[config.mk]
export PLATFORM = sky130hd
export DESIGN_NAME = axi_slice128_flat
export DESIGN_NICKNAME = d
export VERILOG_FILES = /design/src/rtl/axi_slice128_if.sv /design/src/rtl/axi_slice128.sv /design/src/flat_wrapper.sv
export SDC_FILE = /design/constraint.sdc
export NUM_CORES = 2
export LEC_CHECK = 0
export CAP_MARGIN = 20
export CORE_ASPECT_RATIO = 0.8
export CORE_MARGIN = 2
export CORE_UTILIZATION = 30
export CTS_CLUSTER_DIAMETER = 50
export DETAILED_ROUTE_END_ITERATION = 6
export PLACE_DENSITY = 0.55
export SLEW_MARGIN = 10
export SYNTH_ARGS = -nofsm -noshare
export SYNTH_HDL_FRONTEND = slang
export SYNTH_SLANG_ARGS = --single-unit
export TNS_END_PERCENT = 30
[constraint.sdc]
create_clock -name pll_core_cpuclk -period 1.9 [get_ports pll_core_cpuclk]
set_input_delay 0.38 -clock pll_core_cpuclk [delete_from_list [all_inputs] [get_ports pll_core_cpuclk]]
set_output_delay 0.38 -clock pll_core_cpuclk [all_outputs]
set_load 0.005 [all_outputs]
[src/rtl/axi_slice128_if.sv]
// AXI 128-bit bus bundle: AR, AW, W request channels and R, B response channels.
// master modport drives requests and accepts responses; slave modport is the mirror.
interface axi_slice128_if #(
  parameter int unsigned ADDR_W = 40,
  parameter int unsigned ID_W   = 8
);
  logic              arvalid;
  logic [ADDR_W-1:0] araddr;
  logic [ID_W-1:0]   arid;
  logic [7:0]        arlen;
  logic [2:0]        arsize;
  logic [1:0]        arburst;
  logic [3:0]        arcache;
  logic [2:0]        arprot;
  logic              arready;

  logic              awvalid;
  logic [ADDR_W-1:0] awaddr;
  logic [ID_W-1:0]   awid;
  logic [7:0]        awlen;
  logic [2:0]        awsize;
  logic [1:0]        awburst;
  logic [3:0]        awcache;
  logic [2:0]        awprot;
  logic              awready;

  logic              wvalid;
  logic [127:0]      wdata;
  logic [15:0]       wstrb;
  logic [ID_W-1:0]   wid;
  logic              wlast;
  logic              wready;

  logic              rvalid;
  logic [127:0]      rdata;
  logic [ID_W-1:0]   rid;
  logic [1:0]        rresp;
  logic              rlast;
  logic              rready;

  logic              bvalid;
  logic [ID_W-1:0]   bid;
  logic [1:0]        bresp;
  logic              bready;

  modport master (
    output arvalid, araddr, arid, arlen, arsize, arburst, arcache, arprot,
    input  arready,
    output awvalid, awaddr, awid, awlen, awsize, awburst, awcache, awprot,
    input  awready,
    output wvalid, wdata, wstrb, wid, wlast,
    input  wready,
    input  rvalid, rdata, rid, rresp, rlast,
    output rready,
    input  bvalid, bid, bresp,
    output bready
  );

  modport slave (
    input  arvalid, araddr, arid, arlen, arsize, arburst, arcache, arprot,
    output arready,
    input  awvalid, awaddr, awid, awlen, awsize, awburst, awcache, awprot,
    output awready,
    input  wvalid, wdata, wstrb, wid, wlast,
    output wready,
    output rvalid, rdata, rid, rresp, rlast,
    input  rready,
    output bvalid, bid, bresp,
    input  bready
  );
endinterface

[src/rtl/axi_slice128.sv]
// Full register slice on all five AXI channels between an upstream master and
// the 128-bit SRAM slave.
// Ports:
//   pll_core_cpuclk - clock, all state on rising edge
//   pad_cpu_rst     - synchronous active-high reset
//   m               - upstream bus (slave modport): AR/AW/W in, R/B out
//   s0              - downstream bus (master modport): AR/AW/W out, R/B in

// 2-entry fully registered slice: in_ready and out_valid are both flops, so no
// combinational path crosses the slice in either direction.
module axi_slice128_reg #(
  parameter int unsigned DATA_W = 8
) (
  input  logic              pll_core_cpuclk,
  input  logic              pad_cpu_rst,
  input  logic              in_valid,
  output logic              in_ready,
  input  logic [DATA_W-1:0] in_data,
  output logic              out_valid,
  input  logic              out_ready,
  output logic [DATA_W-1:0] out_data
);
  logic [1:0]        cnt_q, cnt_d;
  logic [DATA_W-1:0] head_q, head_d;
  logic [DATA_W-1:0] tail_q, tail_d;
  logic              in_ready_q, in_ready_d;
  logic              out_valid_q, out_valid_d;
  logic              push, pop;

  // Next-state: occupancy, head/tail payload and the registered handshakes.
  always_comb begin
    cnt_d  = cnt_q;
    head_d = head_q;
    tail_d = tail_q;
    push   = in_valid && in_ready_q;
    pop    = out_valid_q && out_ready;
    unique case ({push, pop})
      2'b10: begin
        cnt_d = cnt_q + 2'd1;
        if (cnt_q == 2'd0) head_d = in_data;
        else               tail_d = in_data;
      end
      2'b01: begin
        cnt_d  = cnt_q - 2'd1;
        head_d = tail_q;
      end
      // Only reachable at cnt=1: the new beat replaces the departing head.
      2'b11: head_d = in_data;
      default: ;
    endcase
    in_ready_d  = (cnt_d != 2'd2);
    out_valid_d = (cnt_d != 2'd0);
  end

  always_ff @(posedge pll_core_cpuclk) begin
    if (pad_cpu_rst) begin
      cnt_q       <= 2'd0;
      head_q      <= '0;
      tail_q      <= '0;
      in_ready_q  <= 1'b0;
      out_valid_q <= 1'b0;
    end else begin
      cnt_q       <= cnt_d;
      head_q      <= head_d;
      tail_q      <= tail_d;
      in_ready_q  <= in_ready_d;
      out_valid_q <= out_valid_d;
    end
  end

  assign in_ready  = in_ready_q;
  assign out_valid = out_valid_q;
  assign out_data  = head_q;
endmodule

module axi_slice128 #(
  parameter int unsigned ADDR_W = 40,
  parameter int unsigned ID_W   = 8
) (
  input logic            pll_core_cpuclk,
  input logic            pad_cpu_rst,
  axi_slice128_if.slave  m,
  axi_slice128_if.master s0
);
  localparam int unsigned AX_W = ADDR_W + ID_W + 8 + 3 + 2 + 4 + 3;
  localparam int unsigned WD_W = 128 + 16 + ID_W + 1;
  localparam int unsigned RD_W = 128 + ID_W + 2 + 1;
  localparam int unsigned BR_W = ID_W + 2;

  logic [AX_W-1:0] ar_in, ar_out, aw_in, aw_out;
  logic [WD_W-1:0] w_in, w_out;
  logic [RD_W-1:0] r_in, r_out;
  logic [BR_W-1:0] b_in, b_out;

  // Payloads travel as flat vectors; fields are reassembled unchanged.
  assign ar_in = {m.araddr, m.arid, m.arlen, m.arsize, m.arburst, m.arcache, m.arprot};
  assign {s0.araddr, s0.arid, s0.arlen, s0.arsize, s0.arburst, s0.arcache, s0.arprot} = ar_out;
  assign aw_in = {m.awaddr, m.awid, m.awlen, m.awsize, m.awburst, m.awcache, m.awprot};
  assign {s0.awaddr, s0.awid, s0.awlen, s0.awsize, s0.awburst, s0.awcache, s0.awprot} = aw_out;
  assign w_in  = {m.wdata, m.wstrb, m.wid, m.wlast};
  assign {s0.wdata, s0.wstrb, s0.wid, s0.wlast} = w_out;
  assign r_in  = {s0.rdata, s0.rid, s0.rresp, s0.rlast};
  assign {m.rdata, m.rid, m.rresp, m.rlast} = r_out;
  assign b_in  = {s0.bid, s0.bresp};
  assign {m.bid, m.bresp} = b_out;

  axi_slice128_reg #(.DATA_W(AX_W)) u_ar (
    .pll_core_cpuclk(pll_core_cpuclk), .pad_cpu_rst(pad_cpu_rst),
    .in_valid(m.arvalid), .in_ready(m.arready), .in_data(ar_in),
    .out_valid(s0.arvalid), .out_ready(s0.arready), .out_data(ar_out)
  );

  axi_slice128_reg #(.DATA_W(AX_W)) u_aw (
    .pll_core_cpuclk(pll_core_cpuclk), .pad_cpu_rst(pad_cpu_rst),
    .in_valid(m.awvalid), .in_ready(m.awready), .in_data(aw_in),
    .out_valid(s0.awvalid), .out_ready(s0.awready), .out_data(aw_out)
  );

  axi_slice128_reg #(.DATA_W(WD_W)) u_w (
    .pll_core_cpuclk(pll_core_cpuclk), .pad_cpu_rst(pad_cpu_rst),
    .in_valid(m.wvalid), .in_ready(m.wready), .in_data(w_in),
    .out_valid(s0.wvalid), .out_ready(s0.wready), .out_data(w_out)
  );

  axi_slice128_reg #(.DATA_W(RD_W)) u_r (
    .pll_core_cpuclk(pll_core_cpuclk), .pad_cpu_rst(pad_cpu_rst),
    .in_valid(s0.rvalid), .in_ready(s0.rready), .in_data(r_in),
    .out_valid(m.rvalid), .out_ready(m.rready), .out_data(r_out)
  );

  axi_slice128_reg #(.DATA_W(BR_W)) u_b (
    .pll_core_cpuclk(pll_core_cpuclk), .pad_cpu_rst(pad_cpu_rst),
    .in_valid(s0.bvalid), .in_ready(s0.bready), .in_data(b_in),
    .out_valid(m.bvalid), .out_ready(m.bready), .out_data(b_out)
  );
endmodule

[src/flat_wrapper.sv]
// flat-port wrapper written by rule: the top's interface ports become plain ports
module axi_slice128_flat 
#(
  parameter int unsigned ADDR_W = 40,
  parameter int unsigned ID_W   = 8
)
  (pll_core_cpuclk, pad_cpu_rst, m_arvalid, m_araddr, m_arid, m_arlen, m_arsize, m_arburst, m_arcache, m_arprot, m_arready, m_awvalid, m_awaddr, m_awid, m_awlen, m_awsize, m_awburst, m_awcache, m_awprot, m_awready, m_wvalid, m_wdata, m_wstrb, m_wid, m_wlast, m_wready, m_rvalid, m_rdata, m_rid, m_rresp, m_rlast, m_rready, m_bvalid, m_bid, m_bresp, m_bready, s0_arvalid, s0_araddr, s0_arid, s0_arlen, s0_arsize, s0_arburst, s0_arcache, s0_arprot, s0_arready, s0_awvalid, s0_awaddr, s0_awid, s0_awlen, s0_awsize, s0_awburst, s0_awcache, s0_awprot, s0_awready, s0_wvalid, s0_wdata, s0_wstrb, s0_wid, s0_wlast, s0_wready, s0_rvalid, s0_rdata, s0_rid, s0_rresp, s0_rlast, s0_rready, s0_bvalid, s0_bid, s0_bresp, s0_bready);
  axi_slice128_if #(.ADDR_W(ADDR_W), .ID_W(ID_W)) m_i ();
  axi_slice128_if #(.ADDR_W(ADDR_W), .ID_W(ID_W)) s0_i ();
  input logic pll_core_cpuclk;
  input logic pad_cpu_rst;
  input wire logic [$bits(m_i.arvalid)-1:0] m_arvalid;
  input wire logic [$bits(m_i.araddr)-1:0] m_araddr;
  input wire logic [$bits(m_i.arid)-1:0] m_arid;
  input wire logic [$bits(m_i.arlen)-1:0] m_arlen;
  input wire logic [$bits(m_i.arsize)-1:0] m_arsize;
  input wire logic [$bits(m_i.arburst)-1:0] m_arburst;
  input wire logic [$bits(m_i.arcache)-1:0] m_arcache;
  input wire logic [$bits(m_i.arprot)-1:0] m_arprot;
  output wire logic [$bits(m_i.arready)-1:0] m_arready;
  input wire logic [$bits(m_i.awvalid)-1:0] m_awvalid;
  input wire logic [$bits(m_i.awaddr)-1:0] m_awaddr;
  input wire logic [$bits(m_i.awid)-1:0] m_awid;
  input wire logic [$bits(m_i.awlen)-1:0] m_awlen;
  input wire logic [$bits(m_i.awsize)-1:0] m_awsize;
  input wire logic [$bits(m_i.awburst)-1:0] m_awburst;
  input wire logic [$bits(m_i.awcache)-1:0] m_awcache;
  input wire logic [$bits(m_i.awprot)-1:0] m_awprot;
  output wire logic [$bits(m_i.awready)-1:0] m_awready;
  input wire logic [$bits(m_i.wvalid)-1:0] m_wvalid;
  input wire logic [$bits(m_i.wdata)-1:0] m_wdata;
  input wire logic [$bits(m_i.wstrb)-1:0] m_wstrb;
  input wire logic [$bits(m_i.wid)-1:0] m_wid;
  input wire logic [$bits(m_i.wlast)-1:0] m_wlast;
  output wire logic [$bits(m_i.wready)-1:0] m_wready;
  output wire logic [$bits(m_i.rvalid)-1:0] m_rvalid;
  output wire logic [$bits(m_i.rdata)-1:0] m_rdata;
  output wire logic [$bits(m_i.rid)-1:0] m_rid;
  output wire logic [$bits(m_i.rresp)-1:0] m_rresp;
  output wire logic [$bits(m_i.rlast)-1:0] m_rlast;
  input wire logic [$bits(m_i.rready)-1:0] m_rready;
  output wire logic [$bits(m_i.bvalid)-1:0] m_bvalid;
  output wire logic [$bits(m_i.bid)-1:0] m_bid;
  output wire logic [$bits(m_i.bresp)-1:0] m_bresp;
  input wire logic [$bits(m_i.bready)-1:0] m_bready;
  output wire logic [$bits(s0_i.arvalid)-1:0] s0_arvalid;
  output wire logic [$bits(s0_i.araddr)-1:0] s0_araddr;
  output wire logic [$bits(s0_i.arid)-1:0] s0_arid;
  output wire logic [$bits(s0_i.arlen)-1:0] s0_arlen;
  output wire logic [$bits(s0_i.arsize)-1:0] s0_arsize;
  output wire logic [$bits(s0_i.arburst)-1:0] s0_arburst;
  output wire logic [$bits(s0_i.arcache)-1:0] s0_arcache;
  output wire logic [$bits(s0_i.arprot)-1:0] s0_arprot;
  input wire logic [$bits(s0_i.arready)-1:0] s0_arready;
  output wire logic [$bits(s0_i.awvalid)-1:0] s0_awvalid;
  output wire logic [$bits(s0_i.awaddr)-1:0] s0_awaddr;
  output wire logic [$bits(s0_i.awid)-1:0] s0_awid;
  output wire logic [$bits(s0_i.awlen)-1:0] s0_awlen;
  output wire logic [$bits(s0_i.awsize)-1:0] s0_awsize;
  output wire logic [$bits(s0_i.awburst)-1:0] s0_awburst;
  output wire logic [$bits(s0_i.awcache)-1:0] s0_awcache;
  output wire logic [$bits(s0_i.awprot)-1:0] s0_awprot;
  input wire logic [$bits(s0_i.awready)-1:0] s0_awready;
  output wire logic [$bits(s0_i.wvalid)-1:0] s0_wvalid;
  output wire logic [$bits(s0_i.wdata)-1:0] s0_wdata;
  output wire logic [$bits(s0_i.wstrb)-1:0] s0_wstrb;
  output wire logic [$bits(s0_i.wid)-1:0] s0_wid;
  output wire logic [$bits(s0_i.wlast)-1:0] s0_wlast;
  input wire logic [$bits(s0_i.wready)-1:0] s0_wready;
  input wire logic [$bits(s0_i.rvalid)-1:0] s0_rvalid;
  input wire logic [$bits(s0_i.rdata)-1:0] s0_rdata;
  input wire logic [$bits(s0_i.rid)-1:0] s0_rid;
  input wire logic [$bits(s0_i.rresp)-1:0] s0_rresp;
  input wire logic [$bits(s0_i.rlast)-1:0] s0_rlast;
  output wire logic [$bits(s0_i.rready)-1:0] s0_rready;
  input wire logic [$bits(s0_i.bvalid)-1:0] s0_bvalid;
  input wire logic [$bits(s0_i.bid)-1:0] s0_bid;
  input wire logic [$bits(s0_i.bresp)-1:0] s0_bresp;
  output wire logic [$bits(s0_i.bready)-1:0] s0_bready;
  assign m_i.arvalid = m_arvalid;
  assign m_i.araddr = m_araddr;
  assign m_i.arid = m_arid;
  assign m_i.arlen = m_arlen;
  assign m_i.arsize = m_arsize;
  assign m_i.arburst = m_arburst;
  assign m_i.arcache = m_arcache;
  assign m_i.arprot = m_arprot;
  assign m_arready = m_i.arready;
  assign m_i.awvalid = m_awvalid;
  assign m_i.awaddr = m_awaddr;
  assign m_i.awid = m_awid;
  assign m_i.awlen = m_awlen;
  assign m_i.awsize = m_awsize;
  assign m_i.awburst = m_awburst;
  assign m_i.awcache = m_awcache;
  assign m_i.awprot = m_awprot;
  assign m_awready = m_i.awready;
  assign m_i.wvalid = m_wvalid;
  assign m_i.wdata = m_wdata;
  assign m_i.wstrb = m_wstrb;
  assign m_i.wid = m_wid;
  assign m_i.wlast = m_wlast;
  assign m_wready = m_i.wready;
  assign m_rvalid = m_i.rvalid;
  assign m_rdata = m_i.rdata;
  assign m_rid = m_i.rid;
  assign m_rresp = m_i.rresp;
  assign m_rlast = m_i.rlast;
  assign m_i.rready = m_rready;
  assign m_bvalid = m_i.bvalid;
  assign m_bid = m_i.bid;
  assign m_bresp = m_i.bresp;
  assign m_i.bready = m_bready;
  assign s0_arvalid = s0_i.arvalid;
  assign s0_araddr = s0_i.araddr;
  assign s0_arid = s0_i.arid;
  assign s0_arlen = s0_i.arlen;
  assign s0_arsize = s0_i.arsize;
  assign s0_arburst = s0_i.arburst;
  assign s0_arcache = s0_i.arcache;
  assign s0_arprot = s0_i.arprot;
  assign s0_i.arready = s0_arready;
  assign s0_awvalid = s0_i.awvalid;
  assign s0_awaddr = s0_i.awaddr;
  assign s0_awid = s0_i.awid;
  assign s0_awlen = s0_i.awlen;
  assign s0_awsize = s0_i.awsize;
  assign s0_awburst = s0_i.awburst;
  assign s0_awcache = s0_i.awcache;
  assign s0_awprot = s0_i.awprot;
  assign s0_i.awready = s0_awready;
  assign s0_wvalid = s0_i.wvalid;
  assign s0_wdata = s0_i.wdata;
  assign s0_wstrb = s0_i.wstrb;
  assign s0_wid = s0_i.wid;
  assign s0_wlast = s0_i.wlast;
  assign s0_i.wready = s0_wready;
  assign s0_i.rvalid = s0_rvalid;
  assign s0_i.rdata = s0_rdata;
  assign s0_i.rid = s0_rid;
  assign s0_i.rresp = s0_rresp;
  assign s0_i.rlast = s0_rlast;
  assign s0_rready = s0_i.rready;
  assign s0_i.bvalid = s0_bvalid;
  assign s0_i.bid = s0_bid;
  assign s0_i.bresp = s0_bresp;
  assign s0_bready = s0_i.bready;
  axi_slice128 #(.ADDR_W(ADDR_W), .ID_W(ID_W)) u_core (.pll_core_cpuclk(pll_core_cpuclk), .pad_cpu_rst(pad_cpu_rst), .m(m_i), .s0(s0_i));
endmodule
==> impl_metrics.yaml <==
outcome:
  status: "finished clean"
logic_synthesis:
  synth_area_leader_cell: "dfxtp_1"
  yosysTopAreaCellShare_pct: 49.13
  yosysMostFrequentCell: "dfxtp_1"
  synthesis.area_um2: 36510
  synth.area.top_cells: "dfxtp_1, a21oi_1, mux2i_1"
  ys_warn_count: 0
  yosysUniqueCellTypes: 26
  synth_common_cells: "dfxtp_1, a21oi_1, nand2_1"
  synth.net_count: 4551
  synth_seq_cells: 896
  synthArstFlopShare_pct: 0
  synth_edf_count: 0
  synth_flop_cell: "dfxtp_1"
  seq_area_frac_synth_pct: 49.13
  syn_inst: 4086
  syn_area_per_cell_um2: 8.936
setup_path:
  critPathKind: "reg2out"
  crit_chain: "dlygate4sd2_1"
  end_kind: "output port"
  cpPeakStageDelay_ns: 0.41
  cp.arrival_ns: 1.43
  crit_required_ns: 1.52
  critPathLaunchType: "register"
  critical_path.top_delay_family: "buffers and inverters"
  crit_buf_inv: 1
  cp_max_fo: 2
  regToRegSetupSlack_ns: 0.09
  crit_slowest_cell: "dlygate4sd2_1"
cells_and_area:
  drive_gt1_share_pct: 13.09
  register_area_um2: 18120
  fin_area_um2: 53330
  fillCellCount: 11790
  post-route-util_pct: 44.14
  multi_input_area_um2: 16740
  area_growth_syn_to_layout_pct: 46.05
  finalNetCount: 5463
die:
  floorplan.die.height_um: 316.0
  core_area_um2: 120800
  dieArea_um2: 124500
  io_pins: 898
  die_x_um: 394.0
  rows: 114
  initial_core_util_pct: 30.22
power_and_ir_drop:
  powerDensity_nw_per_um2: 1038
  max-vdd-ir-drop_mv: 0.7021
  p_total_w: 0.05535
  p_leak_nw: 19.77
timing:
  finalMaxSlewViolations: 0
  hold_violations: 0
  period_needed_ns: 1.811
  fin_tns_setup_ns: 0
  max_freq_mhz: 552.1
  rsz0062_at_grt: "true"
  skew_ns: 0.02160
  slew_headroom_pct: 69.07
  tightest_slew_ns: 0.4639
  hold_slack_ns: 0.2342
  timing.final.crit_share_pct: 95.32
  setup_viol: 0
clock_network:
  clock_path_buffers: 3
  clkTransAtPathRegs_ns: 0.06
  cts.sinks: 896
  cts_tree: "yes"
  clkLatencyLatePin_ns: 0.71
  numCtsBuffers: 107
  cts.htree.levels: 3
  root_buffer: "clkbuf_16"
route:
  wl_per_cell_um: 20.03
  drt_iter0_drc: 2093
  vias: 33610
  drt-total-wl_um: 135000
  drc: 0
  postRouteAntennaNets: 0
  first_pass_iters: 6
  vias_per_cell: 4.988
global_routing:
  grt_pass1_wl_um: 195900
  grt_max_degree: 76
  grt_pass1_vias: 31180
  gr-total-overflow: 0
  grt_use_total_pct: 20.25
  antenna_found_initial: 53
worst_hold_path:
  hp-class: "in2reg"
placement:
  place_hpwl_um: 98180
  place_area_um2: 49620
  numPortBuffers: 897
  gp_congestion: 0.8466
run:
  maxCapViolations: 0
[state kept, by name, summed over array words and instances, names as in the netlist, 2 cells and up]
register              flops
u_core.u_w.cnt_q          2
u_core.u_w.tail_q       153
u_core.u_aw.cnt_q         2
u_core.u_ar.tail_q       68
u_core.u_aw.out_data     68
u_core.u_aw.tail_q       68
u_core.u_b.cnt_q          2
u_core.u_ar.out_data     68
u_core.u_b.out_data      10
u_core.u_ar.cnt_q         2
u_core.u_b.tail_q        10
u_core.u_r.cnt_q          2
u_core.u_r.tail_q       139
u_core.u_r.out_data     139
u_core.u_w.out_data     153
[power breakdown]
part	switching [W]	internal (W)
Clock	0.00872	0.0128
Combinational	0.00595	0.00584
Sequential	0.00125	0.0208
[cell usage in the layout, fill, tap and decap left out, drive strengths merged]
cell             n
dfxtp          896
a21oi          881
nand2          876
clkdlybuf4s50  448
dlygate4sd2    444
mux2i          438
a311oi         428
buf            342
clkbuf         145
inv             31
diode           28
clkinv          24
o21ai           20
or3             15
ha              15
bufinv          12
and2            10
clkinvlp        10
nor2             9
nor3             9
nor2b            6
a221oi           6
xnor2            5
xor2             5
o21a             5
a211oi           4
clkdlybuf4s15    2
dlygate4sd3      1
[layer usage]
layer	up-vias	wire, µm	global-route usage, %
met3	272	10500	7.333
met1	15750	57540	25.07
li1	16640	-	-
met4	48	5304	9.404
met2	897	61320	31.43
met5	-	310	0
[cell families (layout without fill, tap and decap cells)]
| kind of cell | after synthesis | after routing | share of synthesized area (%) |
|---|---|---|---|
| adder cells (fa/ha/maj) | 15 | 15 | 0.5140 |
| AND/OR/NAND/NOR | 925 | 925 | 9.753 |
| other | 0 | 28 | 0 |
| flip-flops | 896 | 896 | 49.13 |
| AO/OA/AOI/OAI | 1344 | 1344 | 23.00 |
| multiplexers | 438 | 438 | 12.01 |
| XOR/XNOR | 10 | 10 | 0.2399 |
| buffers and inverters | 458 | 1459 | 5.363 |
[metrics by stage]
stage / setup slack, ns / std cells
2_1_floorplan: 0.1049 / 4086
3_3_place_gp: -0.4582 / 6502
3_5_place_dp: -0.4876 / 6502
4_1_cts: 0.01749 / 6702
5_1_grt: -0.02996 / 6733
6_report: 0.08886 / 6739
[area by class of cell]
type                            instances  share of cell area (%)
Clock buffer                          140                   5.594
Multi-Input combinational cell       2732                   31.39
Inverter                               19                  0.1854
Antenna cell                           28                  0.1314
Clock inverter                         58                   1.366
Timing Repair Buffer                 1242                   23.53
Sequential cell                       896                   33.99
Tap cell                             1624                   3.810
[worst min-delay path, stage by stage]
cell and delay [ns]:
clkdlybuf4s50_1 0.41, nand2_1 0.06, a21oi_1 0.05
[worst paths after layout]
kind | from | end | cells past startpoint
max | u_core.u_r.out_data[82] | m_rdata[71] | 1
max reg2reg | u_core.u_w.out_valid | u_core.u_w.out_data[143] | 8
min reg2reg | u_core.u_w.tail_q[23] | u_core.u_w.tail_q[23] | 2
min | m_arid[0] | u_core.u_ar.tail_q[20] | 3
[what timing repair did]
| item | 4_1_cts | 5_1_grt |
|---|---|---|
| hold buffers | 1 | 0 |
| endpoints found under the hold margin | 12 | 0 |
| pin swaps | 0 | 12 |
| endpoints found under the setup margin | 446 | 100 |
| resized for setup | 580 | 19 |
| setup buffers | 1 | 4 |
| cloned | 0 | 5 |
Note: power is estimated with default switching activity, not from simulation.
